**config.mk**
```make
export PLATFORM = sky130hd
export DESIGN_NAME = clk_div_prog_flat
export DESIGN_NICKNAME = d
export VERILOG_FILES = /design/src/rtl/clk_div_pkg.sv /design/src/rtl/clk_div_prog_if.sv /design/src/rtl/clk_div_cnt.sv /design/src/rtl/clk_div_prog.sv /design/src/flat_wrapper.sv
export SDC_FILE = /design/constraint.sdc
export NUM_CORES = 1
export LEC_CHECK = 0
export ABC_AREA = 1
export BUFFER_PORTS_ARGS = -buffer_cell sky130_fd_sc_hd__clkbuf_2
export CAP_MARGIN = 20
export CORE_MARGIN = 1
export CORE_UTILIZATION = 40
export CTS_CLUSTER_SIZE = 24
export DETAILED_ROUTE_END_ITERATION = 10
export HOLD_SLACK_MARGIN = 0.15
export PLACE_DENSITY = 0.65
export SLEW_MARGIN = 20
export SYNTH_ARGS = -nofsm -noshare
export SYNTH_HDL_FRONTEND = slang
export SYNTH_SLANG_ARGS = --single-unit
export TNS_END_PERCENT = 50
```
**constraint.sdc**
```tcl
create_clock -name clk -period 3.8 [get_ports clk]
set_clock_uncertainty 0.15 [all_clocks]
set_input_delay 0.76 -clock clk [delete_from_list [all_inputs] [get_ports clk]]
set_output_delay 0.76 -clock clk [all_outputs]
set_load 0.02 [all_outputs]
```
**src/rtl/clk_div_pkg.sv**
```systemverilog
// Shared types and helpers for the programmable clock divider.
// Holds the FSM state encoding, the minimum legal divisor and the
// divisor clamp used when a new divisor is accepted.
package clk_div_pkg;

  typedef enum logic [1:0] {
    IDLE = 2'd0,
    RUN  = 2'd1,
    PEND = 2'd2
  } state_t;

  // Smallest divisor that still gives one high and one low cycle.
  localparam int unsigned DIV_MIN = 2;

  // Raise divisors below DIV_MIN to DIV_MIN; larger values pass through.
  function automatic logic [31:0] clamp_div(input logic [31:0] d);
    return (d < DIV_MIN) ? DIV_MIN : d;
  endfunction

endpackage

```
**src/rtl/clk_div_prog_if.sv**
```systemverilog
// Divisor reload channel of the programmable clock divider.
// valid/ready: the requester drives div_in and div_valid and holds them
// until a cycle where div_valid && div_ready is seen at a rising clk edge;
// that edge transfers div_in. div_ready never depends on div_valid.
interface clk_div_prog_if #(
  parameter int CNT_W = 8
);
  logic [CNT_W-1:0] div_in;
  logic             div_valid;
  logic             div_ready;

  modport master (
    output div_in,
    output div_valid,
    input  div_ready
  );

  modport slave (
    input  div_in,
    input  div_valid,
    output div_ready
  );
endinterface

```
**src/rtl/clk_div_cnt.sv**
```systemverilog
// Period counter for the clock divider.
// Holds cnt, flags the last cycle of a period, and precomputes the
// next-cycle high/low level and wrap so the top can register clk_out
// and tick from next-state values.
module clk_div_cnt #(
  parameter int CNT_W = 8
) (
  input  logic             clk,
  input  logic             rst,
  input  logic             adv,        // divider is running this cycle
  input  logic             run_n,      // divider will be running next cycle
  input  logic [CNT_W-1:0] div,        // divisor in effect this cycle
  input  logic [CNT_W-1:0] div_n,      // divisor in effect next cycle
  output logic [CNT_W-1:0] cnt,
  output logic             period_end,
  output logic             hi_next,
  output logic             wrap_next
);
  logic [CNT_W-1:0] cnt_n;
  logic [CNT_W:0]   hi_w;

  assign period_end = (cnt == div - CNT_W'(1));

  // Count up while running; restart at 0 on wrap, on start and when idle.
  assign cnt_n = (adv && run_n && !period_end) ? cnt + CNT_W'(1) : '0;

  // High time is ceil(div/2), computed one bit wider so div=max cannot overflow.
  assign hi_w      = ({1'b0, div_n} + (CNT_W + 1)'(1)) >> 1;
  assign hi_next   = ({1'b0, cnt_n} < hi_w);
  assign wrap_next = (cnt_n == '0);

  // Counter register.
  always_ff @(posedge clk) begin
    if (rst) begin
      cnt <= '0;
    end else begin
      cnt <= cnt_n;
    end
  end
endmodule

```
**src/rtl/clk_div_prog.sv**
```systemverilog
// Programmable integer clock divider (top level).
// Produces a glitch-free registered clk_out, a tick on each rising edge of
// clk_out and a locked flag. Divisor swaps and stops are deferred to period
// boundaries. Optional build macro CLK_DIV_PERIOD_CNT_EN adds a saturating
// period_cnt output counting ticks since the divider last left IDLE.
// The state and cnt outputs expose the FSM state and period position.
module clk_div_prog
  import clk_div_pkg::*;
#(
  parameter int CNT_W   = 8,
  parameter int DIV_RST = 2
) (
  input  logic             clk,
  input  logic             rst,
  input  logic             en,
  clk_div_prog_if.slave    div_if,
  output logic             clk_out,
  output logic             tick,
  output logic             locked,
  output logic [CNT_W-1:0] div_cur,
  output state_t           state,
  output logic [CNT_W-1:0] cnt
`ifdef CLK_DIV_PERIOD_CNT_EN
  ,
  output logic [15:0]      period_cnt
`endif
);
  localparam logic [CNT_W-1:0] DIV_RST_V = CNT_W'(DIV_RST);

  state_t           state_n;
  logic [CNT_W-1:0] div_n;
  logic [CNT_W-1:0] pend;
  logic [CNT_W-1:0] pend_n;
  logic [CNT_W-1:0] div_req;
  logic             ready_q;
  logic             xfer;
  logic             locked_n;
  logic             stop_q;
  logic             stop_n;
  logic             has_pend;
  logic             adv;
  logic             run_n;
  logic             period_end;
  logic             hi_next;
  logic             wrap_next;

  assign div_if.div_ready = ready_q;
  assign xfer             = div_if.div_valid && ready_q;
  assign div_req          = CNT_W'(clamp_div(32'(div_if.div_in)));
  assign adv              = (state != IDLE);
  assign run_n            = (state_n != IDLE);

  clk_div_cnt #(
    .CNT_W (CNT_W)
  ) u_cnt (
    .clk        (clk),
    .rst        (rst),
    .adv        (adv),
    .run_n      (run_n),
    .div        (div_cur),
    .div_n      (div_n),
    .cnt        (cnt),
    .period_end (period_end),
    .hi_next    (hi_next),
    .wrap_next  (wrap_next)
  );

  // Next-state decode: handshake, deferred swap, deferred stop and lock.
  // A low en is remembered in stop_q so the period in flight still finishes.
  always_comb begin
    state_n  = state;
    div_n    = div_cur;
    pend_n   = pend;
    locked_n = locked;
    stop_n   = stop_q;
    has_pend = 1'b0;
    case (state)
      IDLE: begin
        locked_n = 1'b0;
        stop_n   = 1'b0;
        if (xfer) div_n = div_req;
        if (en) state_n = RUN;
      end
      RUN, PEND: begin
        if (!en) stop_n = 1'b1;
        if (xfer) begin
          pend_n  = div_req;
          state_n = PEND;
        end
        has_pend = (state_n == PEND);
        if (period_end) begin
          if (stop_n) begin
            // Stopping: any held divisor (even one accepted now) is applied.
            state_n  = IDLE;
            locked_n = 1'b0;
            stop_n   = 1'b0;
            if (has_pend) div_n = pend_n;
          end else if (state == PEND) begin
            state_n  = RUN;
            div_n    = pend;
            locked_n = 1'b0;
          end else begin
            // A full period at div_cur has completed.
            locked_n = 1'b1;
          end
        end
      end
      default: state_n = IDLE;
    endcase
  end

  // FSM and registered outputs; clk_out/tick come from next-cycle values.
  always_ff @(posedge clk) begin
    if (rst) begin
      state   <= IDLE;
      div_cur <= DIV_RST_V;
      pend    <= '0;
      ready_q <= 1'b1;
      locked  <= 1'b0;
      stop_q  <= 1'b0;
      clk_out <= 1'b0;
      tick    <= 1'b0;
    end else begin
      state   <= state_n;
      div_cur <= div_n;
      pend    <= pend_n;
      ready_q <= (state_n != PEND);
      locked  <= locked_n;
      stop_q  <= stop_n;
      clk_out <= run_n && hi_next;
      tick    <= run_n && wrap_next;
    end
  end

`ifdef CLK_DIV_PERIOD_CNT_EN
  // Saturating count of ticks, restarted whenever the divider returns to IDLE.
  always_ff @(posedge clk) begin
    if (rst) begin
      period_cnt <= '0;
    end else if (state != IDLE && state_n == IDLE) begin
      period_cnt <= '0;
    end else if (tick && period_cnt != 16'hFFFF) begin
      period_cnt <= period_cnt + 16'd1;
    end
  end
`endif
endmodule

```
**src/flat_wrapper.sv**
```systemverilog
// flat-port wrapper written by rule: the top's interface ports become plain ports
module clk_div_prog_flat import clk_div_pkg::*;
#(
  parameter int CNT_W   = 8,
  parameter int DIV_RST = 2
)
  (clk, rst, en, clk_out, tick, locked, div_cur, state, cnt, div_if_div_in, div_if_div_valid, div_if_div_ready);
  clk_div_prog_if #(.CNT_W(CNT_W)) div_if_i ();
  input  logic clk;
  input  logic rst;
  input  logic en;
  output logic clk_out;
  output logic tick;
  output logic locked;
  output logic [CNT_W-1:0] div_cur;
  output state_t state;
  output logic [CNT_W-1:0] cnt;
  input wire logic [$bits(div_if_i.div_in)-1:0] div_if_div_in;
  input wire logic [$bits(div_if_i.div_valid)-1:0] div_if_div_valid;
  output wire logic [$bits(div_if_i.div_ready)-1:0] div_if_div_ready;
  assign div_if_i.div_in = div_if_div_in;
  assign div_if_i.div_valid = div_if_div_valid;
  assign div_if_div_ready = div_if_i.div_ready;
  clk_div_prog #(.CNT_W(CNT_W), .DIV_RST(DIV_RST)) u_core (.clk(clk), .rst(rst), .en(en), .div_if(div_if_i), .clk_out(clk_out), .tick(tick), .locked(locked), .div_cur(div_cur), .state(state), .cnt(cnt));
endmodule
```
# Word level (Yosys, flattened, before mapping)
# Cells that the tools add are included.
# Widths: inputs -> output; s select.
dict set report classes {
  n_addsub 3
  n_lt_le_gt_ge 2
  eq_ne 6
  muxes 24
  reduce_logical 13
}
# op count
set op_table {}
lappend op_table {{$mux 8} 8}
lappend op_table {{$pmux 8 s2} 1}
lappend op_table {{$mux 2} 6}
lappend op_table {{$add 8x1->9 const B} 1}
lappend op_table {{$add 8x1->8 const B} 1}
lappend op_table {{$eq 8x8->1} 1}
lappend op_table {{$logic_not 8->1} 1}
lappend op_table {{$lt 8x2->1 const B} 1}
lappend op_table {{$lt 8x8->1} 1}
lappend op_table {{$sub 8x1->8 const B} 1}
lappend op_table {{$mux 1} 6}
lappend op_table {{$reduce_bool 2->1} 3}
lappend op_table {{$logic_and 1x1->1} 5}
lappend op_table {{$eq 2x2->1 const B} 2}
lappend op_table {{$ne 2x2->1 const B} 2}
lappend op_table {{$pmux 1 s2} 2}
lappend op_table {{$pmux 2 s2} 1}
lappend op_table {{$eq 2x1->1 const B} 1}
lappend op_table {{$logic_not 2->1} 1}
lappend op_table {{$reduce_and 2->1} 1}
lappend op_table {{$reduce_or 2->1} 1}
lappend op_table {{$logic_not 1->1} 1}
dict set report word_totals {
  reg_bits 31
  inputBits 12
}

# Longest topological paths before layout
# Gate-level depths: netlist (run 1).
dict set report logic_depth {
  depth_word 13
  depth_mapped 27
  ltp_nobuf 26
}

# Hierarchy
# Synthesis (run 1) repeated with hierarchy kept, for this count alone.
dict set report hier_totals {
  cells_unflattened 371
  area_unflattened_um2 2354.8
}
# mod n_inst cells_per_inst area_each_um2 seq_area_each_um2
set by_module_without_submodules {}
lappend by_module_without_submodules {clk_div_prog 1 206 1363.8 460.4}
lappend by_module_without_submodules {clk_div_cnt 1 165 991.0 160.2}

# Worst setup path before layout (run 1)
# OpenSTA, ideal clock, no wires.
dict set report synth_path {
  path_kind {input to register}
  from {in div_if_div_valid}
  to {reg u_core.clk_out}
  setup_time_ps 121
  arrival_time_ps 2985
  path_slack_ps 544
  cell_stages 19
  path_buffers 2
  cell_sequence {nand2_2 > inv_1 > buf_2 > buf_2 > nand2_1 > o21ai_0 > o21ai_0 > nand2_1 > nand2_1 > o211ai_1 > a22oi_1 > ha_1 > nand3_2 > nor2_1 > nand2_1 > ha_1 > nand2_1 > o2111ai_1 > a21oi_1}
}
# element line_no
set synth_rtl {}
lappend synth_rtl {{from (decl)} flat_wrapper.sv:19} ;# input wire logic [$bits(div_if_i.div_valid)-1:0] div_if_div_valid;
lappend synth_rtl {{$logic_and 1x1->1 *} clk_div_prog.sv:48} ;# assign xfer = div_if.div_valid && ready_q;
lappend synth_rtl {{$mux 2} clk_div_prog.sv:86} ;# if (xfer) begin
lappend synth_rtl {{$mux 2} clk_div_prog.sv:77} ;# case (state)
lappend synth_rtl {{$eq 2x2->1} clk_div_prog.sv:90} ;# has_pend = (state_n == PEND);
lappend synth_rtl {{$mux 8} clk_div_prog.sv:97} ;# if (has_pend) div_n = pend_n;
lappend synth_rtl {{$mux 8} clk_div_prog.sv:92} ;# if (stop_n) begin
lappend synth_rtl {{$mux 8} clk_div_prog.sv:91} ;# if (period_end) begin
lappend synth_rtl {{$pmux 8 s2 *} clk_div_prog.sv:77}
lappend synth_rtl {{named net u_core.div_n[0]} clk_div_prog.sv:31} ;# logic [CNT_W-1:0] div_n;
lappend synth_rtl {{$add 8x1->9 *} clk_div_cnt.sv:28} ;# assign hi_w = ({1'b0, div_n} + (CNT_W + 1)'(1)) >> 1;
lappend synth_rtl {{$lt 8x8->1 *} clk_div_cnt.sv:29} ;# assign hi_next = ({1'b0, cnt_n} < hi_w);
lappend synth_rtl {{$logic_and 1x1->1 *} clk_div_prog.sv:130} ;# clk_out <= run_n && hi_next;
lappend synth_rtl {{to (signal assigned)} clk_div_prog.sv:130}
lappend synth_rtl {{to (decl)} clk_div_prog.sv:17} ;# output logic clk_out,
# Mark *: on every way through the listed nets, which the timed path passes. The rest lies on a longest branch. The select of a mux whose other input is x is not followed.
# A chain may end at the register's enable or synchronous reset.

# Final worst setup path (run 1)
dict set report layout_path {
  from {reg u_core.div_cur[1]}
  to {reg u_core.clk_out}
}
dict set report layout_via {
  elab_chain_len 10
}
# element line_no
set layout_rtl {}
lappend layout_rtl {{from (decl)} clk_div_prog.sv:20} ;# output logic [CNT_W-1:0] div_cur,
lappend layout_rtl {{from (signal assigned)} clk_div_prog.sv:125} ;# div_cur <= div_n;
lappend layout_rtl {{parallel branches: the longest is 9 deep, another holds $add 8x1->9} -}
lappend layout_rtl {{$logic_and 1x1->1 *} clk_div_prog.sv:130}
# Mark *: on every way between the ends.

==> reports/metrics.cfg, run 1 <==
[layout]
nNetsFinal = 470
syn2layout_area_growth_pct = 12.7
diodes = 0
final_cells = 521
layout-drive-gt1-share = 0.184

[sta]
min_period_ns = 3.45
worstMarginPinSlew_ns = 0.524
slew_headroom = 0.650
slew_violations = 0
setup-tns-final_ns = 0
finalHoldViolCount = 0
whs_ns = 0.365
setup_slack_ns = 0.354
finalCritPeriodShare = 0.907
fmax_mhz = 290
rsz0062_at_grt = no
setup_viol = 0

[synth]
synth_top_flop_cell = dfxtp_1
syn_avg_cell_area_um2 = 6.23
synth-edff-count = 0
netlist_area_um2 = 2560
synthArstFlopShare = 0
syn_inst = 411
syn-num-nets = 436
synth_top_area_frac = 0.242
synth_warnings = 0
ys_seq_area_frac = 0.242
synth_cell_types = 38
ys_seq_elements = 31
ys_top_cells_by_area = dfxtp_1 (24%), nand2_1 (14%), inv_1 (8.1%)
yosysTopAreaCell = dfxtp_1

[clock_network]
ctsResizeCount = 0
post_cts_buffers = 0
cts_tree = yes
htreeDepth = 2
numCtsBuffers = 5
clock_latency_ns = 0.28
clkTransAtPathRegs_ns = 0.07
cts-root-buf = clkbuf_8
max-clock-path-buffers = 2
cts.sinks = 31
hold_buffers = 0

[placed_design]
gp_congestion = 0.908
dp_cells = 513
dp_hpwl_mm = 5.44
place_ws_ns = 0.218
port_buffers = 33

[routing]
drc = 0
vias_per_cell = 5.19
drt_iter0_markers = 228
routedWlPerCell_um = 13.3
wl_mm = 6.94
antenna_left = 0
wl_met3_um = 393
dr.pass1.iters = 4
top_layer_used = met4
wl_met2_mm = 3.18
met1Wirelength_mm = 3.27
num_vias = 2703

[die]
core_region_area_um2 = 6060
die_x_um = 82
pin_count = 34
die-height_um = 82
die_area_um2 = 6720
initial_core_util = 0.422
rows = 28

[worst_setup_path]
reg2reg_depth = 25
cp_slowest_cell = dfxtp_2
arrival_ns = 3.47
critPathCaptureType = flop
crit_required_ns = 3.83
crit_top_cell = nand2_1
r2r_end = u_core.clk_out
worstSetupStartpointType = flop
crit_start = u_core.div_cur[1]
cpPeakStageDelay_ns = 0.38
crit_path_max_fanout = 6
r2r_slack_ns = 0.35
crit_path_end = u_core.clk_out
reg2reg_from = u_core.div_cur[1]
timing.setup.critical_path_class = reg -> reg

[power]
ir_drop_uv = 280
powerDensity_nw_per_um2 = 577
p_leak_nw = 1.42

[global_routing]
grt_pass1_wl_mm = 11.6
grt_max_degree = 21
grt_overflow = 0
grt_usage = 0.225
grt_pass1_vias = 2482
grt_antenna_before_repair = 0

[hold_path]
hold-path-cell-count = 2
hp-class = reg -> reg

[job]
max_cap_viol_count = 0

[outcome]
outcome = complete, no violations

routing by layer:
layer | vias up | track usage
met5 | - | 0
met1 | 1200 | 0.307
li1 | 1402 | -
met4 | 0 | 0.0649
met3 | 11 | 0.0389
met2 | 90 | 0.360
Yosys cell counts (5+ instances only):
library cell  number
inv_1             55
o22ai_1            6
nor2_2             8
a21oi_1           26
ha_1              13
nand3_1           16
dfxtp_1           31
o211ai_1           5
clkbuf_1           6
nand2_2            5
nor2_1            49
nand2_1           93
xor2_1             6
nor3_1             8
o21ai_0           36
worst max-delay path: cells and delay by family, from the launching register on:
kind	cells	cell delay, ns
adders and majority gates	2	0.57
AOI/OAI and AO/OA	4	0.49
and+or+nand+nor	15	1.30
buffers and inverters	4	0.44
DFF	1	0.38
placed cells by master, fill, tap and decap left out, drive strengths merged, types with 6 or more instances in the layout:
cell	instances
nand2	98
inv	60
nor2	60
o21ai	43
clkbuf	39
dfxtp	31
a21oi	26
nand3	20
ha	13
nor3	9
xor2	7
o22ai	6
buf	6
o211ai	6
sequential cells by signal (all words and copies together) (netlist names):
signal                   cells
u_core.pend                  8
u_core.tick                  1
u_core.div_if.div_ready      1
u_core.stop_q                1
u_core.state                 2
u_core.u_cnt.cnt             8
u_core.clk_out               1
u_core.locked                1
u_core.div_cur               8
metrics by stage:
step	util	power, mW	instance area [um^2]
after floorplan	-	1.17	2560
after global placement	0.462	1.39	2800
after detailed placement	0.462	1.40	2800
after CTS	0.476	1.66	2880
after global routing	0.476	1.82	2890
final	0.476	1.67	2890
area by class of cell:
| class | instances | area, um^2 |
|---|---|---|
| repair buffers | 39 | 210 |
| multi-input cells | 307 | 1640 |
| fillers | 633 | 3180 |
| well taps | 75 | 93.8 |
| inverters | 61 | 231 |
| flip-flops and latches | 31 | 622 |
| clock inverters | 2 | 12.5 |
| clock buffers | 6 | 72.6 |
cells by family (layout without fill, tap and decap cells):
kind of cell | Yosys count | in the layout | share of synthesized area
adders and majority gates | 13 | 13 | 0.0635
DFF | 31 | 31 | 0.242
AOI/OAI and AO/OA | 87 | 87 | 0.193
buffers and inverters | 73 | 108 | 0.116
xor gates and xnor gates | 11 | 11 | 0.0406
and+or+nand+nor | 196 | 196 | 0.345
power by group:
group          leakage (nW)  total, mW  switching [mW]  internal (mW)
logic                  1.12      0.917           0.599          0.318
clock network        0.0412      0.266           0.138          0.128
registers             0.254      0.483          0.0885          0.395
worst min path at each step:
stage | start | end | slack [ns]
CTS | u_core.pend[1] | u_core.pend[1] | 0.36
floorplan | u_core.pend[1] | u_core.pend[1] | 0.31
global placement | u_core.pend[1] | u_core.pend[1] | 0.34
global route | u_core.locked | u_core.locked | 0.40
detailed placement | u_core.pend[1] | u_core.pend[1] | 0.34
finish | u_core.pend[1] | u_core.pend[1] | 0.36
(Power assumes the default switching activity.)
==> run 2, diff against run 1 <==
--- a/config.mk
+++ b/config.mk
@@ -6,7 +6,7 @@
 export NUM_CORES = 1
 export LEC_CHECK = 0
-export ABC_AREA = 1
 export BUFFER_PORTS_ARGS = -buffer_cell sky130_fd_sc_hd__clkbuf_2
 export CAP_MARGIN = 20
+export CORE_ASPECT_RATIO = 0.75
 export CORE_MARGIN = 1
 export CORE_UTILIZATION = 40
--- a/constraint.sdc
+++ b/constraint.sdc
@@ -3,3 +3,3 @@
 set_input_delay 0.76 -clock clk [delete_from_list [all_inputs] [get_ports clk]]
 set_output_delay 0.76 -clock clk [all_outputs]
-set_load 0.02 [all_outputs]
+set_load 0.1 [all_outputs]
==> run 2 against run 1 <==
Net effect:
- global-route usage hardly changed
- clock power decreased by 4%
- synthesized cell count is 26% lower
- via count is 11% lower
- non-clock buffer count increased by 26
- register-to-register slack lost 0.18 ns
- flip-flop and latch count unchanged
- count of clock-buffer cells in the layout up 1
- critical path type unchanged
==> reports/metrics.cfg, run 2 <==
[die]
pin_count = 34
die_area_um2 = 6260
core_region_area_um2 = 5530
die_x_um = 91.0
die-height_um = 68.8
initial_core_util = 0.430
rows = 23

[outcome]
outcome = complete, no violations

[synth]
ys_top_cells_by_area = dfxtp_1 (26%), ha_1 (6.8%), nor2_1 (5.8%)
netlist_area_um2 = 2380
synth_top_area_frac = 0.261
synth-edff-count = 0
synth_warnings = 0
syn-num-nets = 330
syn_inst = 305
synth.most_common_cell = nor2_1
synth_cell_types = 59
synth_top_flop_cell = dfxtp_1
synthArstFlopShare = 0
syn_avg_cell_area_um2 = 7.80
ys_seq_area_frac = 0.261
ys_seq_elements = 31
yosys-top-cells-count = nor2_1 (37), dfxtp_1 (31), nand2_1 (25)
yosysTopAreaCell = dfxtp_1

[power]
ir_drop_uv = 245
p_total_mw = 1.39
p_leak_nw = 1.22
powerDensity_nw_per_um2 = 463

[clock_network]
clkTransAtPathRegs_ns = 0.07
cts.sinks = 31
cts_tree = yes
numCtsBuffers = 5
max-clock-path-buffers = 2
cts-root-buf = clkbuf_8
clock_latency_ns = 0.28
htreeDepth = 2
hold_buffers = 0

[layout]
syn2layout_area_growth_pct = 26.0
layout-drive-gt1-share = 0.322
layout_common_cells = nor2_1 (35), clkbuf_2 (33), buf_4 (31)
diodes = 0
reg.largest.list = u_core.div_cur x8, u_core.pend x8, u_core.u_cnt.cnt x8
nNetsFinal = 384
layout_commonest_cell = nor2_1
final_cell_area_um2 = 3000

[routing]
dr.pass1.iters = 4
drc = 0
num_vias = 2404
antenna_left = 0
drt_iter0_markers = 170
vias_per_cell = 5.53
routedWlPerCell_um = 15.5
wl_mm = 6.74

[global_routing]
grt_antenna_before_repair = 0
globalRouteMet3Util = 0.0428
use_met1 = 0.320
grt_overflow = 0
grt_max_degree = 29
met2_usage = 0.349
busiest_layer = met2
grt_pass1_vias = 2257
grt_pass1_wl_mm = 10.8
grt_usage = 0.225

[hold_path]
holdCritStartpoint = u_core.pend[6]
hp-class = reg -> reg
hold-path-cell-count = 2
min_to = u_core.pend[6]

[job]
max_cap_viol_count = 0

[worst_setup_path]
worstSetupStartpointType = flop
crit_path_max_fanout = 8
reg2reg_depth = 15
r2r_slack_ns = 0.18
timing.setup.critical_path_class = reg -> reg
crit_required_ns = 3.86
critPathCaptureType = flop
reg2reg_from = u_core.div_cur[0]
arrival_ns = 3.68
r2r_end = u_core.clk_out

[placed_design]
placed_cell_area_um2 = 2850
place_ws_ns = -0.0829
gp_congestion = 0.873
dp_hpwl_mm = 5.18
port_buffers = 33

[sta]
finalHoldViolCount = 0
fmax_mhz = 276
min_period_ns = 3.62
setup_viol = 0
whs_ns = 0.308
setup-tns-final_ns = 0
finalCritPeriodShare = 0.953
setup_slack_ns = 0.179
slew_headroom = 0.576
worstMarginPinSlew_ns = 0.637
slew_violations = 0

## run 2: power by group
group	internal (mW)	total [mW]	switching, mW
logic	0.258	0.729	0.471
registers	0.361	0.402	0.0412
clock network	0.129	0.256	0.128
total	0.747	1.39	0.640
## run 2: metrics by stage
stage,std cells,utilization
floorplan,305,-
global placement,425,0.516
detailed placement,425,0.516
CTS,433,0.531
global route,435,0.542
finish,435,0.542
## run 2: how the worst max path moves through the flow
stage | from | to
4_1_cts | u_core.div_cur[0] | u_core.clk_out
6_report | u_core.div_cur[0] | u_core.clk_out
5_1_grt | div_if_div_in[4] | u_core.clk_out
2_1_floorplan | u_core.div_cur[0] | u_core.clk_out
3_3_place_gp | en | u_core.clk_out
3_5_place_dp | div_if_div_in[4] | u_core.clk_out
## run 2: final cells by class
cell class / instances / area [um^2]
Clock buffer: 7 / 76.3
Sequential cell: 31 / 646
Timing Repair Buffer: 65 / 418
Fill cell: 541 / 2530
Tap cell: 75 / 93.8
Clock inverter: 1 / 5.00
Inverter: 8 / 30.0
Multi-Input combinational cell: 248 / 1730
## run 2: logic make-up (layout without fill, tap and decap cells)
logic type / count (synthesis) / count (layout) / synth area share
multiplexers: 6 / 6 / 0.0274
AO/OA/AOI/OAI: 79 / 79 / 0.238
adder cells (fa/ha/maj): 13 / 13 / 0.0684
AND/OR/NAND/NOR: 127 / 127 / 0.271
XOR/XNOR: 23 / 23 / 0.0847
flip-flops: 31 / 31 / 0.261
buffers and inverters: 26 / 81 / 0.0489
## run 2: repair_timing
action	CTS	global route
pin swaps	1	9
buffers inserted	0	2
endpoints found under the setup margin	1	1
gates cloned	0	0
gates resized for setup	0	12
## run 2: metal layers
layer	wire, um	vias to the layer above
met5	0	-
met4	41	0
met3	459	6
met2	2770	67
met1	3470	1129
li1	-	1202
## run 2: worst max-delay path: stages, from the launching register on
cell and delay, ns:
dfxtp_4 0.35, inv_2 0.05, ha_2 0.22, or3_4 0.40, a31oi_4 0.17, nand3_2 0.15
nor2_4 0.30, mux2_4 0.35, nor2_4 0.12, and4bb_1 0.21, xor2_1 0.18, ha_1 0.27
a21o_1 0.19, a211oi_2 0.17, nand2_1 0.09, a41oi_2 0.16
